### src/rtl/tstack_pkg.sv
// tstack_pkg: shared op codes and pointer-width helpers for the cached-TOS stack.
package tstack_pkg;

    typedef enum logic [2:0] {
        NOP  = 3'd0,
        PUSH = 3'd1,
        POP  = 3'd2,
        PICK = 3'd3,
        REPL = 3'd4,
        CLR  = 3'd5
    } tstack_op_e;

    localparam int DEF_DEPTH = 64;
    localparam int DEF_DSZ   = 32;

    function automatic int ptr_w(input int depth);
        return $clog2(depth);
    endfunction

    localparam int DEF_SSZ = ptr_w(DEF_DEPTH);

endpackage

### src/rtl/tstack_if.sv
// tstack_if: op/data request from the core decoder and stack status back to it.
interface tstack_if
    import tstack_pkg::*;
#(
    parameter int DSZ = DEF_DSZ,
    parameter int SSZ = DEF_SSZ
);
    logic           en;
    tstack_op_e     op;
    logic [DSZ-1:0] vi;
    logic [SSZ-1:0] idx;
    logic [DSZ-1:0] tos;
    logic [DSZ-1:0] nos;
    logic [DSZ-1:0] pick_q;
    logic           pick_v;
    logic [SSZ:0]   depth;
    logic           empty;
    logic           full;
    logic           ovf;
    logic           unf;

    modport master (
        output en, op, vi, idx,
        input  tos, nos, pick_q, pick_v, depth, empty, full, ovf, unf
    );

    modport slave (
        input  en, op, vi, idx,
        output tos, nos, pick_q, pick_v, depth, empty, full, ovf, unf
    );

endinterface

### src/rtl/tstack_ram.sv
// tstack_ram: unreset register array, one synchronous write port and two async read ports.
module tstack_ram #(
    parameter int DEPTH = 64,
    parameter int DSZ   = 32,
    parameter int SSZ   = $clog2(DEPTH)
) (
    input  logic           clk,
    input  logic           we,
    input  logic [SSZ-1:0] wa,
    input  logic [DSZ-1:0] wd,
    input  logic [SSZ-1:0] ra0,
    output logic [DSZ-1:0] rd0,
    input  logic [SSZ-1:0] ra1,
    output logic [DSZ-1:0] rd1
);

    logic [DSZ-1:0] mem [DEPTH];

    always_ff @(posedge clk)
        if (we) mem[wa] <= wd;

    assign rd0 = mem[ra0];
    assign rd1 = mem[ra1];

endmodule

### src/rtl/tstack.sv
// tstack: data/return stack with TOS held in a register and NOS/PICK read from the array.
// Depth tracking, sticky ovf/unf, optional ring mode that drops the oldest entry on overflow.
module tstack
    import tstack_pkg::*;
#(
    parameter int DEPTH = DEF_DEPTH,
    parameter int DSZ   = DEF_DSZ,
    parameter int SSZ   = ptr_w(DEPTH),
    parameter int WRAP  = 0
) (
    input logic     clk,
    input logic     rst,
    tstack_if.slave bus
);

    localparam logic [SSZ:0]   DMAX = (SSZ+1)'(DEPTH);
    localparam logic [SSZ:0]   D1   = (SSZ+1)'(1);
    localparam logic [SSZ-1:0] P1   = SSZ'(1);

    logic [SSZ-1:0] sp, sp_n, nos_a, pick_a;
    logic [SSZ:0]   depth, depth_n;
    logic [DSZ-1:0] tos, tos_n, pick_q, pick_q_n, rd_nos, rd_pick;
    logic           ovf, ovf_n, unf, unf_n, pick_v, we, full, has2, in_rng;

    assign full   = depth == DMAX;
    assign has2   = depth > D1;
    assign in_rng = {1'b0, bus.idx} < depth;
    assign nos_a  = sp - P1;
    assign pick_a = sp - bus.idx;

    tstack_ram #(.DEPTH(DEPTH), .DSZ(DSZ), .SSZ(SSZ)) u_ram (
        .clk (clk),
        .we  (we),
        .wa  (sp),
        .wd  (tos),
        .ra0 (nos_a),
        .rd0 (rd_nos),
        .ra1 (pick_a),
        .rd1 (rd_pick)
    );

    always_comb begin
        tos_n    = tos;
        sp_n     = sp;
        depth_n  = depth;
        ovf_n    = ovf;
        unf_n    = unf;
        pick_q_n = pick_q;
        we       = 1'b0;
        if (bus.en)
            case (bus.op)
                PUSH:
                    if (!full || WRAP != 0) begin
                        we      = depth != '0;
                        sp_n    = we ? sp + P1 : sp;
                        tos_n   = bus.vi;
                        depth_n = full ? depth : depth + D1;
                    end else ovf_n = 1'b1;
                POP:
                    if (depth == '0) unf_n = 1'b1;
                    else begin
                        tos_n   = has2 ? rd_nos : '0;
                        sp_n    = has2 ? sp - P1 : sp;
                        depth_n = depth - D1;
                    end
                PICK: begin
                    pick_q_n = !in_rng ? '0 : bus.idx == '0 ? tos : rd_pick;
                    unf_n    = unf | !in_rng;
                end
                REPL: begin
                    tos_n   = bus.vi;
                    depth_n = depth == '0 ? D1 : depth;
                end
                CLR: begin
                    tos_n   = '0;
                    sp_n    = '0;
                    depth_n = '0;
                    ovf_n   = 1'b0;
                    unf_n   = 1'b0;
                end
                default: ;
            endcase
    end

    always_ff @(posedge clk or negedge rst)
        if (!rst) begin
            tos    <= '0;
            sp     <= '0;
            depth  <= '0;
            pick_q <= '0;
            pick_v <= 1'b0;
            ovf    <= 1'b0;
            unf    <= 1'b0;
        end else begin
            tos    <= tos_n;
            sp     <= sp_n;
            depth  <= depth_n;
            pick_q <= pick_q_n;
            pick_v <= bus.en && bus.op == PICK;
            ovf    <= ovf_n;
            unf    <= unf_n;
        end

    assign bus.tos    = tos;
    assign bus.nos    = has2 ? rd_nos : '0;
    assign bus.pick_q = pick_q;
    assign bus.pick_v = pick_v;
    assign bus.depth  = depth;
    assign bus.empty  = depth == '0;
    assign bus.full   = full;
    assign bus.ovf    = ovf;
    assign bus.unf    = unf;

endmodule

### src/flat_wrapper.sv
// flat-port wrapper written by rule: the top's interface ports become plain ports
module tstack_flat import tstack_pkg::*;
#(
    parameter int DEPTH = DEF_DEPTH,
    parameter int DSZ   = DEF_DSZ,
    parameter int SSZ   = ptr_w(DEPTH),
    parameter int WRAP  = 0
)
  (clk, rst, bus_en, bus_op, bus_vi, bus_idx, bus_tos, bus_nos, bus_pick_q, bus_pick_v, bus_depth, bus_empty, bus_full, bus_ovf, bus_unf);
  tstack_if #(.DSZ(DSZ), .SSZ(SSZ)) bus_i ();
  input logic clk;
  input logic rst;
  input wire logic [$bits(bus_i.en)-1:0] bus_en;
  input wire logic [$bits(bus_i.op)-1:0] bus_op;
  input wire logic [$bits(bus_i.vi)-1:0] bus_vi;
  input wire logic [$bits(bus_i.idx)-1:0] bus_idx;
  output wire logic [$bits(bus_i.tos)-1:0] bus_tos;
  output wire logic [$bits(bus_i.nos)-1:0] bus_nos;
  output wire logic [$bits(bus_i.pick_q)-1:0] bus_pick_q;
  output wire logic [$bits(bus_i.pick_v)-1:0] bus_pick_v;
  output wire logic [$bits(bus_i.depth)-1:0] bus_depth;
  output wire logic [$bits(bus_i.empty)-1:0] bus_empty;
  output wire logic [$bits(bus_i.full)-1:0] bus_full;
  output wire logic [$bits(bus_i.ovf)-1:0] bus_ovf;
  output wire logic [$bits(bus_i.unf)-1:0] bus_unf;
  assign bus_i.en = bus_en;
  assign bus_i.op = bus_op;
  assign bus_i.vi = bus_vi;
  assign bus_i.idx = bus_idx;
  assign bus_tos = bus_i.tos;
  assign bus_nos = bus_i.nos;
  assign bus_pick_q = bus_i.pick_q;
  assign bus_pick_v = bus_i.pick_v;
  assign bus_depth = bus_i.depth;
  assign bus_empty = bus_i.empty;
  assign bus_full = bus_i.full;
  assign bus_ovf = bus_i.ovf;
  assign bus_unf = bus_i.unf;
  tstack #(.DEPTH(DEPTH), .DSZ(DSZ), .SSZ(SSZ), .WRAP(WRAP)) u_core (.clk(clk), .rst(rst), .bus(bus_i));
endmodule
### config.mk
export PLATFORM = sky130hd
export DESIGN_NAME = tstack_flat
export DESIGN_NICKNAME = d
export VERILOG_FILES = /design/src/rtl/tstack_pkg.sv /design/src/rtl/tstack_if.sv /design/src/rtl/tstack_ram.sv /design/src/rtl/tstack.sv /design/src/flat_wrapper.sv
export SDC_FILE = /design/constraint.sdc
export NUM_CORES = 2
export LEC_CHECK = 0
export CAP_MARGIN = 15
export CORE_MARGIN = 2
export CORE_UTILIZATION = 35
export CTS_CLUSTER_DIAMETER = 200
export CTS_CLUSTER_SIZE = 14
export DETAILED_ROUTE_END_ITERATION = 16
export HOLD_SLACK_MARGIN = 0.06
export PLACE_DENSITY = 0.5
export SYNTH_ARGS = -nofsm -noshare
export SYNTH_HDL_FRONTEND = slang
export SYNTH_SLANG_ARGS = --single-unit
### constraint.sdc
create_clock -name clk -period 7.7 [get_ports clk]
set_input_delay 1.54 -clock clk [delete_from_list [all_inputs] [get_ports clk]]
set_output_delay 1.54 -clock clk [all_outputs]
set_load 0.005 [all_outputs]
==> impl_metrics.ini <==
[clocking]
cts.path.max_buffers = 4
ctsResizeCount = 0
h-tree-depth = 4
clk_pin_slew_ns = 0.08
cts_hold_buffers = 0
cts.sinks = 2128
tritoncts = yes
post_cts_buffers = 0
clock_latency_ns = 0.88
cts_root_buf = clkbuf_16
cts_buffers = 177

[sta]
hold_viol = 0
skew_ns = 0.0555
worstMarginPinSlew_ns = 1.20
fin_crit_ns = 7.45
slew_viol_final = 0
maxSlewHeadroom_pct = 19.7
max_freq_mhz = 134
rsz0062_at_grt = no
min_period_over_period_pct = 96.7
fin_hold_ws_ns = 0.511
setup_tns_ns = 0
setup_viol = 0

[logic_synthesis]
synth_top_area_share_pct = 62.2
synth_fp_nets = 5083
synth_cells = 5023
synth_edf_count = 2048
ys_types = 58
yosysMostFrequentCell = edfxtp_1
synth_area_mm2 = 0.0989
async_flop_share_pct = 3.76
synth_common_cells = edfxtp_1, mux4_2, nor2_1, nand2_1, mux2i_1
ys_seq_area_share_pct = 64.2
synth_warnings = 0
yosys-top-cells-area = edfxtp_1, mux4_2, mux2i_1
synth-main-ff-cell = edfxtp_1
ys_ff_latch = 2128
syn_area_per_cell_um2 = 19.7
yosys.area.top_type = edfxtp_1

[floorplan]
initial_core_util_pct = 35.1
io_pins = 152
die_width_um = 536
fp.dieH_um = 536
die-area_mm2 = 0.287
rows = 195
coreArea_mm2 = 0.282

[drt]
drt_pass1_iterations = 8
antenna_left = 0
drc = 0
postRouteWirelength_mm = 389
drt-wirelength-per-cell_um = 42.8
drtIter0Drc = 7876
dr_total_vias = 58000
routed_via_density = 6.38

[place]
dp.cells = 8804
place_congestion = 0.917
hpwl_mm = 236
portBuffers = 151

[global_route]
grt_max_degree = 99
grt_pass1_wl_mm = 520
grt_pass1_vias = 57900
track_usage_pct = 26.8
overflow = 0
antenna_found_initial = 17

[critical_path]
critPathKind = reg -> out
cp.arrival_ns = 5.91
start_kind = flop
cpPeakStageDelay_ns = 0.75
crit_required_ns = 6.16
worstPathMaxFanout = 73
cpMaxStageDelayCell = dfrtp_4
reg2reg_slack_ns = 2.80
end_kind = primary output
path_cells = inv_1, ha_4, xor2_4, buf_12, mux2i_1, a32oi_1, o221ai_1, o22ai_1, clkdlybuf4s50_1

[finish]
areaGrowthSynthToFinish_pct = 13.2
post-route-util_pct = 39.8
fillerInstances = 25300
layout.cells.non_filler = 9077
final_nets = 5301
drive_gt1_share_pct = 32.0

[power_and_ir_drop]
p_per_area_mw_per_mm2 = 464
peakVddDrop_mv = 0.558
power_leakage_nw = 34.8

[run_status]
status = finished, final reports clean

[min_path]
min_path_type = reg -> reg

[flow_run]
maxCapViolCount = 0
## area by class of cell
type / instances / area, µm² / share of cell area (%)
flip-flops and latches: 2128 / 63500 / 56.8
multi-input cells: 2482 / 34300 / 30.6
clock buffers: 262 / 4790 / 4.28
well taps: 3743 / 4680 / 4.18
repair buffers: 432 / 4470 / 3.99
inverters: 20 / 75.1 / 0.0671
clock inverters: 3 / 41.3 / 0.0369
diodes: 7 / 17.5 / 0.0157
## cell families after synthesis
kind of cell	after synthesis	synth area share [%]
adders and majority gates	16	0.210
and+or+nand+nor	682	2.84
buffers and inverters	413	1.78
AOI/OAI and AO/OA	396	2.80
xor gates and xnor gates	15	0.152
DFF	2128	64.2
muxes	1373	28.0
## cell usage in the layout (no fill, tap or decap), types with 33 or more instances in the layout
cell,count
o22ai_1,69
o221ai_1,60
buf_12,68
nand2_1,258
mux2i_1,258
nor2_1,231
a31oi_1,34
a21oi_1,79
nor2_4,67
nand3_1,55
mux4_2,1115
clkbuf_16,179
clkbuf_1,83
o211ai_1,33
clkdlybuf4s50_1,150
buf_4,214
dfrtp_1,47
edfxtp_1,2048
## through the flow
stage                     cell area, µm²  setup slack [ns]  total power, W
after floorplan                    98900              2.50          0.0312
after global placement            107000              1.21          0.0436
after detailed placement          107000              1.20          0.0436
after CTS                         112000             0.265          0.0521
after global routing              112000             0.272          0.0534
final                             112000             0.251          0.0520
## path summary, 6_finish.rpt
kind / cells after the start / endpoint / startpoint
setup / recovery: 9 / bus_nos[21] / u_core.sp[0]
hold / removal: 0 / u_core.u_ram.mem[49][27] / u_core.bus.tos[27]
setup reg to reg: 9 / u_core.bus.pick_q[20] / u_core.sp[0]
hold reg to reg: 0 / u_core.u_ram.mem[49][27] / u_core.bus.tos[27]
max in group asynchronous: 2 / u_core.bus.tos[4] / rst
min in group asynchronous: 1 / u_core.bus.pick_v / rst
## worst max-delay path, delay by kind of cell (launching register included)
family          cells  cell delay, ns
xor+xnor            1            0.58
flops               1            0.75
mux                 1            0.32
fa+ha+maj           1            0.27
buf+inv             3            1.50
compound gates      3            1.33
## state kept, by name, summed over array words and instances, names as in the netlist
register	cells
u_core.bus.depth	7
u_core.bus.ovf	1
u_core.bus.pick_q	32
u_core.bus.pick_v	1
u_core.bus.tos	32
u_core.bus.unf	1
u_core.sp	6
u_core.u_ram.mem	2048
## metal layers
layer / global-route usage, % / wire, µm
met2: 41.5 / 178000
met5: 0 / 31
met3: 5.58 / 34900
met4: 11.1 / 19200
met1: 37.0 / 157000
## report_power, final
| group | leakage [nW] | total (W) | switching, W | internal [W] |
|---|---|---|---|---|
| logic | 12.9 | 0.0289 | 0.0173 | 0.0116 |
| clock network | 2.32 | 0.00852 | 0.00425 | 0.00427 |
| registers | 19.6 | 0.0145 | 0.000543 | 0.0139 |
| total | 34.8 | 0.0520 | 0.0221 | 0.0298 |
Note: power is estimated with default switching activity, not from simulation.
